**config.mk**
```make
export PLATFORM = sky130hd
export DESIGN_NAME = control_fsm
export DESIGN_NICKNAME = d
export VERILOG_FILES = /design/src/rtl/ctrl_pkg.sv /design/src/rtl/instr_reg.sv /design/src/rtl/control_fsm.sv
export SDC_FILE = /design/constraint.sdc
export NUM_CORES = 1
export LEC_CHECK = 0
export CAP_MARGIN = 20
export CORE_ASPECT_RATIO = 0.5
export CORE_MARGIN = 2
export CORE_UTILIZATION = 35
export CTS_CLUSTER_SIZE = 16
export DETAILED_ROUTE_END_ITERATION = 10
export PLACE_DENSITY = 0.81
export SYNTH_ARGS = -nofsm -noshare
export SYNTH_HDL_FRONTEND = slang
export SYNTH_SLANG_ARGS = --single-unit
```
**constraint.sdc**
```tcl
create_clock -name Clk -period 1.9 [get_ports Clk]
set_input_delay 0.285 -clock Clk [delete_from_list [all_inputs] [get_ports Clk]]
set_output_delay 0.285 -clock Clk [all_outputs]
set_load 0.01 [all_outputs]
```
**src/rtl/ctrl_pkg.sv**
```systemverilog
// Shared types and constants for the processor control unit: opcodes, FSM state
// encodings (shown on the board display), ALU select codes and IR field positions.
package ctrl_pkg;

  typedef enum logic [3:0] {
    OP_NOOP  = 4'd0,
    OP_STORE = 4'd1,
    OP_LOAD  = 4'd2,
    OP_ADD   = 4'd3,
    OP_SUB   = 4'd4,
    OP_HALT  = 4'd5
  } opcode_t;

  typedef enum logic [3:0] {
    S_INIT   = 4'd0,
    S_FETCH  = 4'd1,
    S_DECODE = 4'd2,
    S_LOAD_A = 4'd3,
    S_LOAD_B = 4'd4,
    S_STORE  = 4'd5,
    S_ADD    = 4'd6,
    S_SUB    = 4'd7,
    S_HALT   = 4'd8
  } state_t;

  localparam logic [2:0] ALU_PASS = 3'b000;
  localparam logic [2:0] ALU_ADD  = 3'b001;
  localparam logic [2:0] ALU_SUB  = 3'b010;

  localparam int OP_MSB = 15, OP_LSB = 12;
  localparam int RA_MSB = 11, RA_LSB = 8;
  localparam int RB_MSB = 7,  RB_LSB = 4;
  localparam int RC_MSB = 3,  RC_LSB = 0;
  localparam int LD_ADDR_MSB = 11, LD_ADDR_LSB = 4;
  localparam int LD_REG_MSB  = 3,  LD_REG_LSB  = 0;
  localparam int ST_ADDR_MSB = 7,  ST_ADDR_LSB = 0;

  // Undefined opcodes fall through to FETCH, i.e. behave as NOOP.
  function automatic state_t decode_next(input logic [3:0] op);
    case (op)
      OP_STORE: decode_next = S_STORE;
      OP_LOAD:  decode_next = S_LOAD_A;
      OP_ADD:   decode_next = S_ADD;
      OP_SUB:   decode_next = S_SUB;
      OP_HALT:  decode_next = S_HALT;
      default:  decode_next = S_FETCH;
    endcase
  endfunction

endpackage

```
**src/rtl/instr_reg.sv**
```systemverilog
// Instruction register: loads on ld_i at the rising clock edge, cleared
// asynchronously by Clr.
module instr_reg #(
  parameter int INSTR_W = 16
) (
  input  logic               Clk,
  input  logic               Clr,
  input  logic               ld_i,
  input  logic [INSTR_W-1:0] d_i,
  output logic [INSTR_W-1:0] q_o
);

  logic [INSTR_W-1:0] ir_q;

  always_ff @(posedge Clk or posedge Clr) begin
    if (Clr)       ir_q <= '0;
    else if (ld_i) ir_q <= d_i;
  end

  assign q_o = ir_q;

endmodule

```
**src/rtl/control_fsm.sv**
```systemverilog
// Multi-cycle control unit: fetch, decode, 1-2 execute states; Moore outputs
// decoded from state and IR. Optional CTRL_SINGLE_STEP_EN adds a Step input.
module control_fsm
  import ctrl_pkg::*;
#(
  parameter int INSTR_W   = 16,
  parameter int DADDR_W   = 8,
  parameter int RF_ADDR_W = 4
) (
  input  logic                 Clk,
  input  logic                 Clr,
  input  logic [INSTR_W-1:0]   ROM_data,
`ifdef CTRL_SINGLE_STEP_EN
  input  logic                 Step,
`endif
  output logic                 PC_clr,
  output logic                 PC_up,
  output logic [INSTR_W-1:0]   IR_out,
  output logic [DADDR_W-1:0]   D_addr,
  output logic                 D_wr,
  output logic                 RF_s,
  output logic [RF_ADDR_W-1:0] RF_W_addr,
  output logic                 RF_W_en,
  output logic [RF_ADDR_W-1:0] RF_Ra_addr,
  output logic [RF_ADDR_W-1:0] RF_Rb_addr,
  output logic [2:0]           ALU_s0,
  output logic [3:0]           state_out
);

  state_t             state_q;
  logic [INSTR_W-1:0] ir_q;
  logic               go_d;
  logic               ir_ld_d;

`ifdef CTRL_SINGLE_STEP_EN
  assign go_d = Step;
`else
  assign go_d = 1'b1;
`endif

  // FETCH advances (PC increments, IR loads) only on a go cycle.
  assign ir_ld_d = (state_q == S_FETCH) && go_d;

  instr_reg #(.INSTR_W(INSTR_W)) u_ir (
    .Clk  (Clk),
    .Clr  (Clr),
    .ld_i (ir_ld_d),
    .d_i  (ROM_data),
    .q_o  (ir_q)
  );

  always_ff @(posedge Clk or posedge Clr) begin
    if (Clr) begin
      state_q <= S_INIT;
    end else begin
      case (state_q)
        S_INIT:   state_q <= S_FETCH;
        S_FETCH:  if (go_d) state_q <= S_DECODE;
        S_DECODE: state_q <= decode_next(ir_q[OP_MSB:OP_LSB]);
        S_LOAD_A: state_q <= S_LOAD_B;
        S_LOAD_B: state_q <= S_FETCH;
        S_STORE:  state_q <= S_FETCH;
        S_ADD:    state_q <= S_FETCH;
        S_SUB:    state_q <= S_FETCH;
        S_HALT:   state_q <= S_HALT;
        default:  state_q <= S_INIT;
      endcase
    end
  end

  always_comb begin
    PC_clr     = 1'b0;
    PC_up      = 1'b0;
    D_addr     = '0;
    D_wr       = 1'b0;
    RF_s       = 1'b0;
    RF_W_addr  = '0;
    RF_W_en    = 1'b0;
    RF_Ra_addr = '0;
    RF_Rb_addr = '0;
    ALU_s0     = ALU_PASS;
    case (state_q)
      S_INIT:  PC_clr = 1'b1;
      S_FETCH: PC_up  = go_d;
      S_LOAD_A, S_LOAD_B: begin
        D_addr    = DADDR_W'(ir_q[LD_ADDR_MSB:LD_ADDR_LSB]);
        RF_s      = 1'b1;
        RF_W_addr = RF_ADDR_W'(ir_q[LD_REG_MSB:LD_REG_LSB]);
        // Write only in the second cycle, once the synchronous RAM data is valid.
        RF_W_en   = (state_q == S_LOAD_B);
      end
      S_STORE: begin
        D_addr     = DADDR_W'(ir_q[ST_ADDR_MSB:ST_ADDR_LSB]);
        RF_Ra_addr = RF_ADDR_W'(ir_q[RA_MSB:RA_LSB]);
        D_wr       = 1'b1;
      end
      S_ADD, S_SUB: begin
        RF_Ra_addr = RF_ADDR_W'(ir_q[RA_MSB:RA_LSB]);
        RF_Rb_addr = RF_ADDR_W'(ir_q[RB_MSB:RB_LSB]);
        RF_W_addr  = RF_ADDR_W'(ir_q[RC_MSB:RC_LSB]);
        RF_W_en    = 1'b1;
        ALU_s0     = (state_q == S_ADD) ? ALU_ADD : ALU_SUB;
      end
      default: ;
    endcase
  end

  assign IR_out    = ir_q;
  assign state_out = state_q;

endmodule

```
==> metrics.csv <==
metric;value;unit
cellPowerDensity;1840;nW/µm²
pin_count;66;
cp-end-kind;output pin;
grt_max_degree;21;
hpwl;2.68;mm
final_common_cell;clkdlybuf4s50_1;
start_kind;register;
port_buffers;64;
irDropWorstVdd;0.762;mV
vias;1141;
final_util;65.2;%
timing_hold_violations_final;0;
antenna_found_initial;0;
clk_pin_slew;80;ps
reg2reg_slack;160;ps
first_pass_iters;6;
cts_num_sinks;20;
path_class;register to output pin;
reg2regPathDepth;6;
cts_hold_buf;0;
root_buffer;clkbuf_8;
routed_via_density;5.07;
slowest_delay;390;ps
worstHoldPathType;input pin to async pin;
rows;14;
yosysTopAreaCell;dfrtp_1;
status;complete, no violations;
crit_path_top_delay_cell;dfrtp_1;
wl_per_cell;17.5;µm
gp_congestion;0.777;
synth_seq_cells;20;
leakagePower;1.01;nW
clk_latency;260;ps
dieArea;3850;µm²
synth_area_leaders;dfrtp_1, mux2_4, mux2_2;
synth_nets;117;
drtIter0Drc;85;
track_usage;20.5;%
ys_seq_area_share;42.8;%
async_reset_ff_share;100;%
fp.dieW;85.8;µm
yosysWarnings;0;
synth_cell_types;35;
grt_pass1_vias;1072;
syn_area;1170;µm²
r2r_start;state_out[0];
path_cells;buf_4 -> nor2b_4 -> a32o_2 -> a22o_1 -> buf_2;
r2r-end;u_ir.q_o[13];
cts.htree.levels;1;
drive_above_1_share;37.8;%
core;3100;µm²
grt_pass1_wl;5.86;mm
cts_tree;done;
critPathRequiredTime;1620;ps
finClkSkew;4.07;ps
slew_viol_final;0;
finalWirelength;3.95;mm
max_freq;537;MHz
cp-startpoint;state_out[2];
start_util;37.7;%
fin_crit;1860;ps
setup_viol;0;
antenna_left;0;
final_cell_mix;clkdlybuf4s50_1, buf_4, dfrtp_1;
syn_area_per_cell;11.8;µm²
cts.path.max_buffers;2;
cp-endpoint;D_addr[5];
crit_fanout;5;
maxCapViolations;0;
synth_edf_count;0;
finalCritPeriodShare;98.0;%
drc;0;
ys.flop_type;dfrtp_1;
cp.arrival;1580;ps
syn_to_final_growth;72.8;%
netlist.area_leader.share;42.8;%
grt.overflow.total;0;
cts_made_buffers;3;
layout.cells.non_filler;225;
die_y;44.9;µm
post-place-cells;209;
worst_hold_slack;350;ps
nets;204;
n_antenna_cell;0;
synthCells;99;
-- layout make-up --
class | count | area, µm²
clock buffer | 3 | 41.3
clock inverter | 1 | 30.0
fill | 239 | 1080
inverter | 2 | 7.51
multi-input combinational | 71 | 639
sequential | 20 | 503
tap | 40 | 50.0
timing repair buffer | 88 | 751
-- how the worst min path moves through the flow --
stage / from / endpoint / slack, ps / cells after the start
floorplan: Clr / state_out[0] / 250 / 1
CTS: Clr / u_ir.q_o[14] / 350 / 3
detailed placement: u_ir.q_o[3] / u_ir.q_o[3] / 560 / 1
global placement: u_ir.q_o[3] / u_ir.q_o[3] / 550 / 1
global route: Clr / state_out[2] / 400 / 3
finish: Clr / state_out[2] / 350 / 3
-- where the power goes --
| part | internal (mW) | switching (mW) |
|---|---|---|
| Combinational | 1.38 | 0.992 |
| Clock | 0.281 | 0.149 |
| Sequential | 0.639 | 0.283 |
-- logic make-up (layout without fill, tap and decap cells) --
family	Yosys count	count (layout)	synth area share, %
flip-flops	20	20	42.8
AO/OA/AOI/OAI	14	15	9.73
AND/OR/NAND/NOR	37	37	20.6
multiplexers	17	17	19.1
buffers and inverters	9	94	6.63
XOR/XNOR	1	1	0.749
other	1	1	0.321
-- sequential cells by signal (all words and copies together), names as in the netlist --
name and flops:
state_out 4, u_ir.q_o 16
-- metal layers --
| metal | routed length, µm | GRT usage [%] | vias to the layer above |
|---|---|---|---|
| met5 | 0 | 0 | - |
| met4 | 41 | 6.98 | 0 |
| met3 | 125 | 3.66 | 4 |
| met2 | 1960 | 34.7 | 34 |
| met1 | 1820 | 27.5 | 574 |
| li1 | - | - | 529 |
-- repair_timing --
item | 4_1_cts | 5_1_grt
gates resized for setup | 68 | 16
setup endpoints to repair | 27 | 15
cloned | 1 | 0
pin swaps | 2 | 6
setup buffers | 9 | 3
-- cells in the mapped netlist, types with 2 or more instances --
cell / count
mux2_2: 7
dfrtp_1: 20
and3_1: 6
nor2b_1: 2
nor2_1: 5
nand2b_1: 3
and2_1: 9
buf_6: 3
mux2_4: 9
a21oi_1: 2
inv_1: 2
a22o_1: 8
-- metrics by stage --
step | area, µm² | setup slack [ps] | setup TNS, ps | power, mW
2_1_floorplan | 1170 | 251 | 0 | 2.06
3_3_place_gp | 1890 | -57.5 | -409 | 3.09
3_5_place_dp | 1890 | -127 | -953 | 3.15
4_1_cts | 2010 | -64.1 | -87.5 | 3.62
5_1_grt | 2020 | -13.5 | -59.1 | 3.90
6_report | 2020 | 37.1 | 0 | 3.72
-- critical path: cells and delay by family, from the launching register on --
| kind | cells | cell delay (ps) |
|---|---|---|
| DFF | 1 | 390 |
| AOI/OAI and AO/OA | 2 | 520 |
| buffers and inverters | 2 | 280 |
| and+or+nand+nor | 1 | 130 |
No activity file was read; power rests on OpenSTA's default activity.
